$ cat config.mk
export PLATFORM = sky130hd
export DESIGN_NAME = ram_arbiter
export DESIGN_NICKNAME = d
export VERILOG_FILES = /design/src/rtl/ram_arbiter_pkg.sv /design/src/rtl/ram_arbiter_rr_pick2.sv /design/src/rtl/ram_arbiter.sv
export SDC_FILE = /design/constraint.sdc
export NUM_CORES = 1
export LEC_CHECK = 0
export CORE_AREA = 2 2 100 102
export CTS_CLUSTER_SIZE = 25
export DETAILED_ROUTE_END_ITERATION = 10
export DIE_AREA = 0 0 102 104
export PLACE_DENSITY = 0.8
export SYNTH_ARGS = -nofsm -noshare
export SYNTH_HDL_FRONTEND = slang
export SYNTH_SLANG_ARGS = --single-unit
$ cat constraint.sdc
create_clock -name clk -period 4.8 [get_ports clk]
set_clock_uncertainty 0.05 [all_clocks]
set_input_delay 1.44 -clock clk [delete_from_list [all_inputs] [get_ports clk]]
set_output_delay 1.44 -clock clk [all_outputs]
set_load 0.01 [all_outputs]
$ cat src/rtl/ram_arbiter_pkg.sv
// Shared definitions for the two-master RAM arbiter: FSM encodings and master ids.
package ram_arbiter_pkg;

    // Ownership state: IDLE arbitrates every cycle, OWNx reserves the RAM for master x.
    typedef enum logic [1:0] {
        ST_IDLE = 2'd0,
        ST_OWN0 = 2'd1,
        ST_OWN1 = 2'd2
    } state_t;

    // Master identifiers as stored in the "last granted" register.
    localparam logic M0_ID = 1'b0;
    localparam logic M1_ID = 1'b1;

endpackage

$ cat src/rtl/ram_arbiter_rr_pick2.sv
// Two-way round-robin picker: a lone requester wins; on a tie the master that
// was not granted last wins. Purely combinational, one-hot (or zero) output.
module rr_pick2
    import ram_arbiter_pkg::*;
(
    input  logic [1:0] req,
    input  logic       last,
    output logic [1:0] gnt
);

    // Pick one requester, alternating on ties.
    always_comb begin
        gnt = 2'b00;
        case (req)
            2'b01:   gnt = 2'b01;
            2'b10:   gnt = 2'b10;
            2'b11:   gnt = (last == M0_ID) ? 2'b10 : 2'b01;
            default: gnt = 2'b00;
        endcase
    end

endmodule

$ cat src/rtl/ram_arbiter.sv
// Shares one single-port data RAM between the core load/store port (M0) and the
// loader/debug DMA (M1). Per-cycle round-robin, optional locked bursts bounded by
// MAX_BURST, and a one-cycle registered read response.
//
// Handshake: a master raises mN_req with stable fields and holds them until mN_gnt
// is seen high in the same cycle; req & gnt is one transfer. Grants are
// combinational, at most one per cycle, never without a request, and forced low
// while rst is asserted so nothing issued during reset produces a response.
// A granted read returns mN_rvalid for exactly one cycle on the next cycle.
module ram_arbiter
    import ram_arbiter_pkg::*;
#(
    parameter int ADDR_W    = 12,
    parameter int DATA_W    = 32,
    parameter int MAX_BURST = 8
) (
    input  logic              clk,
    input  logic              rst,

    input  logic              m0_req,
    input  logic              m0_we,
    input  logic              m0_lock,
    input  logic [ADDR_W-1:0] m0_addr,
    input  logic [DATA_W-1:0] m0_wdata,
    output logic              m0_gnt,
    output logic              m0_rvalid,
    output logic [DATA_W-1:0] m0_rdata,

    input  logic              m1_req,
    input  logic              m1_we,
    input  logic              m1_lock,
    input  logic [ADDR_W-1:0] m1_addr,
    input  logic [DATA_W-1:0] m1_wdata,
    output logic              m1_gnt,
    output logic              m1_rvalid,
    output logic [DATA_W-1:0] m1_rdata,

    output logic              ram_w_en,
    output logic [ADDR_W-1:0] ram_w_addr_o,
    output logic [DATA_W-1:0] ram_w_data_o,
    output logic              ram_r_en,
    output logic [ADDR_W-1:0] ram_r_addr_o,
    input  logic [DATA_W-1:0] ram_r_data_i,

    output logic [1:0]        dbg_state
);

    localparam int CNT_W = $clog2(MAX_BURST + 1);
    // With a burst limit of one, every beat is also the last, so a lock can never hold.
    localparam bit LOCK_OK = (MAX_BURST > 1);

    state_t             state_q, state_d;
    logic               last_q, last_d;
    logic [CNT_W-1:0]   cnt_q, cnt_d;
    logic [CNT_W-1:0]   cnt_inc;
    logic [1:0]         rvalid_q;
    logic [DATA_W-1:0]  rdata_q;

    logic [1:0]         pick_gnt;
    logic [1:0]         gnt;
    logic               gnt_id;
    logic               sel_we;
    logic               sel_lock;
    logic [ADDR_W-1:0]  sel_addr;
    logic [DATA_W-1:0]  sel_wdata;

    rr_pick2 u_pick (
        .req  ({m1_req, m0_req}),
        .last (last_q),
        .gnt  (pick_gnt)
    );

    // Grant selection, burst counting and ownership transitions.
    always_comb begin
        gnt     = 2'b00;
        state_d = state_q;
        cnt_d   = cnt_q;
        last_d  = last_q;
        cnt_inc = cnt_q + CNT_W'(1);

        case (state_q)
            ST_IDLE: gnt = pick_gnt;
            ST_OWN0: gnt = {1'b0, m0_req};
            ST_OWN1: gnt = {m1_req, 1'b0};
            default: gnt = 2'b00;
        endcase
        if (!rst) begin
            gnt = 2'b00;
        end

        gnt_id    = gnt[1];
        sel_we    = gnt_id ? m1_we    : m0_we;
        sel_lock  = gnt_id ? m1_lock  : m0_lock;
        sel_addr  = gnt_id ? m1_addr  : m0_addr;
        sel_wdata = gnt_id ? m1_wdata : m0_wdata;

        if (|gnt) begin
            last_d = gnt_id;
            if (state_q == ST_IDLE) begin
                if (sel_lock && LOCK_OK) begin
                    state_d = (gnt_id == M1_ID) ? ST_OWN1 : ST_OWN0;
                    cnt_d   = CNT_W'(1);
                end
            end else if (!sel_lock || (cnt_inc == CNT_W'(MAX_BURST))) begin
                state_d = ST_IDLE;
                cnt_d   = '0;
            end else begin
                cnt_d = cnt_inc;
            end
        end else begin
            // Owner has gone quiet: drop the lock if it no longer asks for it.
            if ((state_q == ST_OWN0 && !m0_lock) || (state_q == ST_OWN1 && !m1_lock)) begin
                state_d = ST_IDLE;
                cnt_d   = '0;
            end
        end

        if (state_q != ST_IDLE && state_q != ST_OWN0 && state_q != ST_OWN1) begin
            state_d = ST_IDLE;
            cnt_d   = '0;
        end
    end

    // RAM port drive from the granted master; idle RAM sees all zeros.
    always_comb begin
        ram_w_en     = 1'b0;
        ram_w_addr_o = '0;
        ram_w_data_o = '0;
        ram_r_en     = 1'b0;
        ram_r_addr_o = '0;
        if (|gnt) begin
            if (sel_we) begin
                ram_w_en     = 1'b1;
                ram_w_addr_o = sel_addr;
                ram_w_data_o = sel_wdata;
            end else begin
                ram_r_en     = 1'b1;
                ram_r_addr_o = sel_addr;
            end
        end
    end

    // State, counter and read-response registers.
    always_ff @(posedge clk) begin
        if (!rst) begin
            state_q  <= ST_IDLE;
            last_q   <= M1_ID;
            cnt_q    <= '0;
            rvalid_q <= 2'b00;
            rdata_q  <= '0;
        end else begin
            state_q  <= state_d;
            last_q   <= last_d;
            cnt_q    <= cnt_d;
            rvalid_q <= gnt & {~m1_we, ~m0_we};
            if (ram_r_en) begin
                rdata_q <= ram_r_data_i;
            end
        end
    end

    assign m0_gnt    = gnt[0];
    assign m1_gnt    = gnt[1];
    assign m0_rvalid = rvalid_q[0];
    assign m1_rvalid = rvalid_q[1];
    assign m0_rdata  = rdata_q;
    assign m1_rdata  = rdata_q;
    assign dbg_state = state_q;

endmodule

# Word-level counts from Yosys, hierarchy flattened

Index checks and enable logic that the tools add are counted.
Widths: inputs -> output; s select.

Logic and storage cells: 65
Register bits: 41

Bitwise logic cells: 4
Add/sub/neg operators: 1
Equal/unequal tests: 10
Reduce and logical (&&, ||, !) cells: 16
Multiplexer cells: 29

Operators by type and width:

| cell                | count |
|---|---|
| $mux 32             | 3 |
| $mux 12             | 5 |
| $mux 4              | 5 |
| $mux 2              | 8 |
| $pmux 2 s3          | 2 |
| $eq 2x2->1 const B  | 3 |
| $mux 1              | 6 |
| $ne 3x3->1 const B  | 2 |
| $add 4x1->4 const B | 1 |
| $eq 2x1->1 const B  | 2 |
| $eq 4x4->1 const B  | 1 |
| $logic_and 1x1->1   | 4 |
| $reduce_bool 2->1   | 2 |
| $reduce_or 2->1     | 2 |
| $logic_not 1->1     | 3 |
| $not 1->1           | 3 |
| $reduce_and 3->1    | 1 |
| $and 2x2->2         | 1 |
| $logic_not 2->1     | 1 |
| $logic_or 1x1->1    | 2 |
| $ne 2x1->1 const B  | 1 |
| $ne 2x2->1 const B  | 1 |
| $reduce_and 2->1    | 1 |

# Depth between registers and ports, before layout

Gate-level depths: netlist (run 1).

Depth after elaboration: 10
Depth in mapped cells: 7

# By module

From an unflattened synthesis (run 1), not the netlist that was laid out.

Cell total of the unflattened synthesis: 398
Area, all modules: 2698.8 µm²

Modules (own cells, without submodules):

| module      | area each (µm²) | instances | seq. area each (µm²) | cells each |
|---|---|---|---|---|
| ram_arbiter | 2680.1          | 1         | 820.8                | 395 |
| rr_pick2    | 18.8            | 1         | 0.0                  | 3 |

# Worst setup path after synthesis (run 1)

OpenSTA, ideal clock, no wires.

Path type: input to output
Start: in rst
End: out ram_r_addr_o[10]
Arrival time: 2.553 ns
Stages on the path: 7
Slack: 0.757 ns
Path through: bufbuf_16 -> o21ai_2 -> nand3b_2 -> buf_6 -> buf_12 -> buf_4 -> nor2_1

Word-level cells in the longest chain between the ends: 4
Elaborated cells between the ends (all ways): 6
Those cells by class: mux: 5; reduce/logical: 1

Ends and longest elaborated chain:

| what                              | line                                 | source |
|---|---|---|
| start, declared                   | ram_arbiter.sv:18                    | `input logic rst,` |
| $mux 2 *                          | ram_arbiter.sv:87                    | `if (!rst) begin` |
| $mux 12 or $mux 1 (tied branches) | ram_arbiter.sv:94, ram_arbiter.sv:92 |  |
| $mux 12                           | ram_arbiter.sv:132                   | `if (sel_we) begin` |
| $mux 12 *                         | ram_arbiter.sv:131                   | `if (\|gnt) begin` |
| end, declared                     | ram_arbiter.sv:42                    | `output logic [ADDR_W-1:0] ram_r_addr_o,` |

Mark *: on every way between the ends. The rest lies on a longest branch, timed or not.

# Worst setup path in the final report (run 1)

Start: in rst
End: out ram_r_en

Word-level cells in the longest chain between the ends: 4
Elaborated cells between the ends (all ways): 5
Those cells by class: mux: 4; reduce/logical: 1

Ends and longest elaborated chain:

| what          | line               | source |
|---|---|---|
| $mux 2 *      | ram_arbiter.sv:87  |  |
| $mux 1        | ram_arbiter.sv:92  | `sel_we = gnt_id ? m1_we : m0_we;` |
| $mux 1        | ram_arbiter.sv:132 |  |
| $mux 1 *      | ram_arbiter.sv:131 |  |
| end, declared | ram_arbiter.sv:41  | `output logic ram_r_en,` |

Marks and branches as above.

==> results of run 1 <==
-- worst max-delay path: stages --
cell and delay, ns:
clkdlybuf4s50_1 0.50, and3b_2 0.26, a21bo_1 0.16, buf_4 0.12
nand3b_4 0.14, inv_1 0.08, clkdlybuf4s50_1 0.53
-- registers in the layout, indices dropped and copies added (netlist names) --
signal     cells
dbg_state      2
rvalid_q       2
cnt_q          4
last_q         1
m0_rdata      32
-- what timing repair did --
item | 4_1_cts | 5_1_grt
endpoints found under the setup margin | 58 | 2
setup buffers | 0 | 5
gates cloned | 0 | 0
hold buffers | 0 | 0
pin swaps | 1 | 0
gates resized for setup | 69 | 2
-- final timing paths --
kind                                     end  slack (ns)  cells after the start
worst max-delay path                ram_r_en        0.08                      7
worst min-delay path            m0_rdata[28]        0.50                      2
worst max register to register   m0_rdata[8]        2.44                      8
worst min register to register  m0_rdata[28]        0.50                      2
-- stage by stage --
step / hold slack (ns) / setup TNS (ns) / util (%)
final: 0.495 / 0 / 56.5
after global routing: 0.516 / -0.00801 / 56.5
after CTS: 0.501 / 0 / 56.1
after detailed placement: 0.487 / -8.96 / 55.1
after global placement: 0.472 / -7.29 / 55.1
after floorplan: 0.451 / 0 / -
-- kinds of logic after synthesis --
group	synth area share, %
AO/OA/AOI/OAI	11.0
flip-flops	29.3
buffers and inverters	16.5
adder cells (fa/ha/maj)	0.894
multiplexers	16.5
XOR/XNOR	0.313
AND/OR/NAND/NOR	25.5
-- Yosys cell counts, drive strengths merged (3+ instances only) --
| cell | number |
|---|---|
| a21oi | 34 |
| nor2b | 32 |
| a21bo | 3 |
| dfxtp | 41 |
| mux2i | 46 |
| clkbuf | 8 |
| o21ai | 3 |
| buf | 44 |
| nor3b | 4 |
| nand2 | 71 |
| inv | 6 |
| nor2 | 29 |
-- layer usage --
metal	vias up	GRT usage [%]	share of wire (%)
met5	-	0	0
met4	0	4.10	1.6
met3	18	4.37	6.7
met2	132	35.4	53
met1	1427	21.2	39
li1	1578	-	-
-- power by group --
part           total [mW]  switching [mW]  leakage, nW  internal [mW]
clock               0.264           0.113       0.0540          0.151
combinational       0.442           0.177         2.09          0.265
sequential          0.380          0.0193        0.334          0.361
total                1.09           0.310         2.48          0.777
-- final cells by class --
class                      count  area share [%]
timing repair buffer         276            50.1
tap                          133            3.09
clock buffer                   5            1.28
multi-input combinational    250            29.2
clock inverter                 2           0.650
inverter                       6           0.464
sequential                    41            15.2
==> run metrics, run 1 <==
post-detail-place hpwl 8.47 mm; Crit Path Category primary input to output port; leakage power 2.48 nW; Critical path origin rst; Yosys warnings 0; Initial Util 29.3%; worst min path class flop to flop; FF+latch area 821 µm²; Critical Path Start Type primary input; post-DR vias/cell 4.42; Slew HR roughly 64%; fraction of layout cells with a size suffix above 1 approximately 8%; number of global-route vias before repair 3115; commonest non-fill, non-tap cell in the layout clkdlybuf4s50_1; Critical Path AT 3.23 ns; number of synthesized flops with an enable pin 0; ranking of synthesized cells by area dfxtp_1, mux2i_1, nand2_1; Die Wd roughly 100 µm; gp weighted congestion 0.878; synthesized area roughly 2800 µm²; max-slew violations 0; area leader, netlist dfxtp_1; synthesis-stage register bit count a little over 40; largest net degree at the start of global routing 33; status complete, no violations; Worst R2R Start dbg_state[0]; worst-skew pair later-pin latency 0.28 ns; global-route wire length before repair 16.1 mm; CTS max path bufs 2; clk root buf clkbuf_8; placed insts ~700; port buffer count 255; Syn Inst Count 350; Yosys top cell area share between 20% and 30%; Total Routing Usage GR 18.9%; core footprint 9550 µm²; Ant. Diodes 0; Final min period 4.72 ns; Post-synth ARST share 0%; routed wire length per instance 14.9 µm; DRC Markers 0; total power around 1.1 mW; initial antenna violation count 0; number of fill cells 906; CTS tree yes; worst-path fanout max 9; fin worst setup slack 0.0773 ns; final setup violation count 0; Synth Net Count 480; maximum vdd drop approximately 0.00017 V; worst slew pin tran between 0.5 and 0.6 ns; worst path required time 3.31 ns; full die area roughly 11000 µm²; post-place setup slack -0.219 ns; CTS sink count 41; Final ANT Viol Nets 0; Clk pin slew, worst setup/hold paths ~0.08 ns; fin cells 713; Nets 710; I/O pins 256; design area 5390 µm²; DR pass1 iterations 4; post-synthesis sequential area ratio roughly 29%; H-tree levels 2; Power Dens Cells slightly above 200 nW/µm²; WL final around 11 mm; Site Rows 36; count of maximum capacitance violations 0; Synth Flop Type dfxtp_1; Die Span Y 104 µm; GRT overflow 0; count of final hold-check violations 0; Avg Synthesized Cell Area 7.99 µm²; library cells used by synthesis 42; most frequent cells in the layout clkdlybuf4s50_1, nand2_1, dlygate4sd2_1; Final Cycle Share 98.4%; Fmax 212 MHz; Placed Area about 5300 µm²; HP Start m0_rdata[28]; Vias 3155; Setup crit end kind output port; Multi-input gate area 1580 µm²; drt initial violations 99; cts bufs inserted 5; area delta synth->final 92.8%
Note: power is estimated with default switching activity, not from simulation.
==> run 2: changes to the inputs <==
--- a/config.mk
+++ b/config.mk
@@ -9,7 +9,8 @@
 export CTS_CLUSTER_SIZE = 25
 export DETAILED_ROUTE_END_ITERATION = 10
 export DIE_AREA = 0 0 102 104
-export PLACE_DENSITY = 0.8
+export GPL_ROUTABILITY_DRIVEN = 0
+export PLACE_DENSITY = 0.79
 export SYNTH_ARGS = -nofsm -noshare
 export SYNTH_HDL_FRONTEND = slang
 export SYNTH_SLANG_ARGS = --single-unit
==> run 2 against run 1 <==
  * The flow now finishes with violations (negative setup slack)
  * Hold slack better by 0.0023 ns
  * Critical path depth rose by 1
  * Global-route usage is 0.71 points lower
  * Utilization is 0.14 points higher
  * Clock power shrank 16%
  * Power shrank 3.5%
  * Largest power group unchanged
  * Highest routed layer unchanged
==> run metrics, run 2 (synthesis results as in run 1) <==
worst-skew pair later-pin latency 0.28 ns (about the same); DR pass1 iterations 4 (unchanged); CTS tree yes; worst path required time 3.31 ns (about the same); placed insts 697 (-0.57%); Crit Path Category primary input to output port; max-slew violations 0 (unchanged); Die Wd 102 µm (unchanged); hold slack 0.497 ns (+0.00227 ns); Setup crit end kind output port; full die area 10600 µm² (unchanged); Final ANT Viol Nets 0 (unchanged); RSZ-0062 raised after global routing yes; Placed Area 5220 µm² (-0.81%); Vias 3199 (+1.4%); worst min path class flop to flop; Ant. Diodes 0 (unchanged); initial antenna violation count 0 (unchanged); final setup violation count 1 (+1); Site Rows 36 (unchanged); RR Endpoint m0_rdata[0]; CTS sink count 41 (unchanged); failing checks negative setup slack; area delta synth->final 93.2%; DRC Markers 0 (unchanged); commonest non-fill, non-tap cell in the layout clkdlybuf4s50_1; FF-to-FF path depth 8 (unchanged); WL final 10.6 mm (-0.37%); Slew HR 64.0% (+0.11 points); H-tree levels 2 (unchanged); post-detail-place hpwl 8.39 mm (-1.0%); Final min period 4.83 ns (+0.104 ns); fin worst setup slack -0.0267 ns (-0.104 ns); clk root buf clkbuf_8; worst slew pin tran 0.540 ns (-0.00168 ns); maximum vdd drop 0.000115 V (-30%); Fmax 207 MHz (-2.2%); most frequent cells in the layout clkdlybuf4s50_1, nand2_1, dlygate4sd2_1; fin cells 712 (-0.14%); leakage power 2.51 nW (+0.98%); count of maximum capacitance violations 0 (unchanged); GRT overflow 0 (unchanged); largest net degree at the start of global routing 46 (+39%); Critical Path Start Type primary input; core footprint 9550 µm² (unchanged); Total Routing Usage GR 18.2% (-0.71 points); CTS max path bufs 2 (unchanged); post-DR vias/cell 4.49 (+1.5%); design area 5410 µm² (+0.26%); status finished, violations left; total power 1.05 mW (-3.5%); count of final hold-check violations 0 (unchanged); fraction of layout cells with a size suffix above 1 8.46% (+0.53 points); routed wire length per instance 14.9 µm (-0.23%); Hold Crit Endpoint m0_rdata[16]; Power Dens Cells 194 nW/µm² (-3.7%); Final Cycle Share 101% (+2.2 points); setup TNS -0.0267 ns (-0.0267 ns); Worst R2R Start dbg_state[0]; hold path depth 2 (unchanged); worst-path fanout max 17 (+8); Die Span Y 104 µm (unchanged); port buffer count 255 (unchanged); cts bufs inserted 5 (unchanged); number of global-route vias before repair 3081 (-1.1%); Nets 708 (-0.28%); r2r setup slk 2.45 ns (about the same); HP Start m0_rdata[16]; Critical Path AT 3.34 ns (+0.11 ns); Initial Util 29.3% (unchanged); Largest register FFs 32 (unchanged); Clk pin slew, worst setup/hold paths 0.08 ns (about the same); drt initial violations 54 (-45%); I/O pins 256 (unchanged); Core Util, Final 56.6% (+0.14 points); post-place setup slack -0.256 ns (-0.0368 ns); global-route wire length before repair 15.6 mm (-3.4%)
run 2: repair_timing:
item,in CTS,in global routing
hold buffers,0,0
resized for setup,65,11
gates cloned,0,0
endpoints found under the setup margin,58,8
pin swaps,0,1
buffers inserted,0,7
run 2: layout make-up:
type	count	area, µm²
well taps	133	166
fillers	887	4140
clock inverters	3	17.5
inverters	6	27.5
flip-flops and latches	41	821
repair buffers	274	2690
clock buffers	5	68.8
multi-input cells	250	1610
run 2: worst max-delay path by stage:
stage               startpoint          endpoint  slack, ns  depth (start not counted)
floorplan                  rst  ram_r_addr_o[10]       0.76                          7
global placement           rst   ram_r_addr_o[1]      -0.17                          6
detailed placement         rst   ram_r_addr_o[4]      -0.26                          6
CTS                     m1_req   ram_w_addr_o[2]      -0.10                          7
global route            m1_req  ram_r_addr_o[11]      -0.13                          8
finish                  m1_req  ram_r_addr_o[11]      -0.03                          8
run 2: worst max-delay path: stages:
cell	delay, ns
clkdlybuf4s50_1	0.50
and3b_2	0.24
nand2_2	0.10
clkinv_4	0.11
buf_12	0.16
mux2i_2	0.24
nor2_1	0.06
clkdlybuf4s50_1	0.48
run 2: routing by layer:
metal  routed length, µm  vias up  GRT usage (%)
li1                    -     1572              -
met1                3960     1479           20.1
met2                5650      128           34.3
met3                 762       20           4.17
met4                 228        0           4.38
met5                   0        -              0
run 2: power breakdown:
group / internal [mW] / switching, mW / leakage [nW]
Clock: 0.100 / 0.122 / 0.0439
Sequential: 0.361 / 0.0195 / 0.334
Combinational: 0.267 / 0.180 / 2.13
Total: 0.728 / 0.321 / 2.51
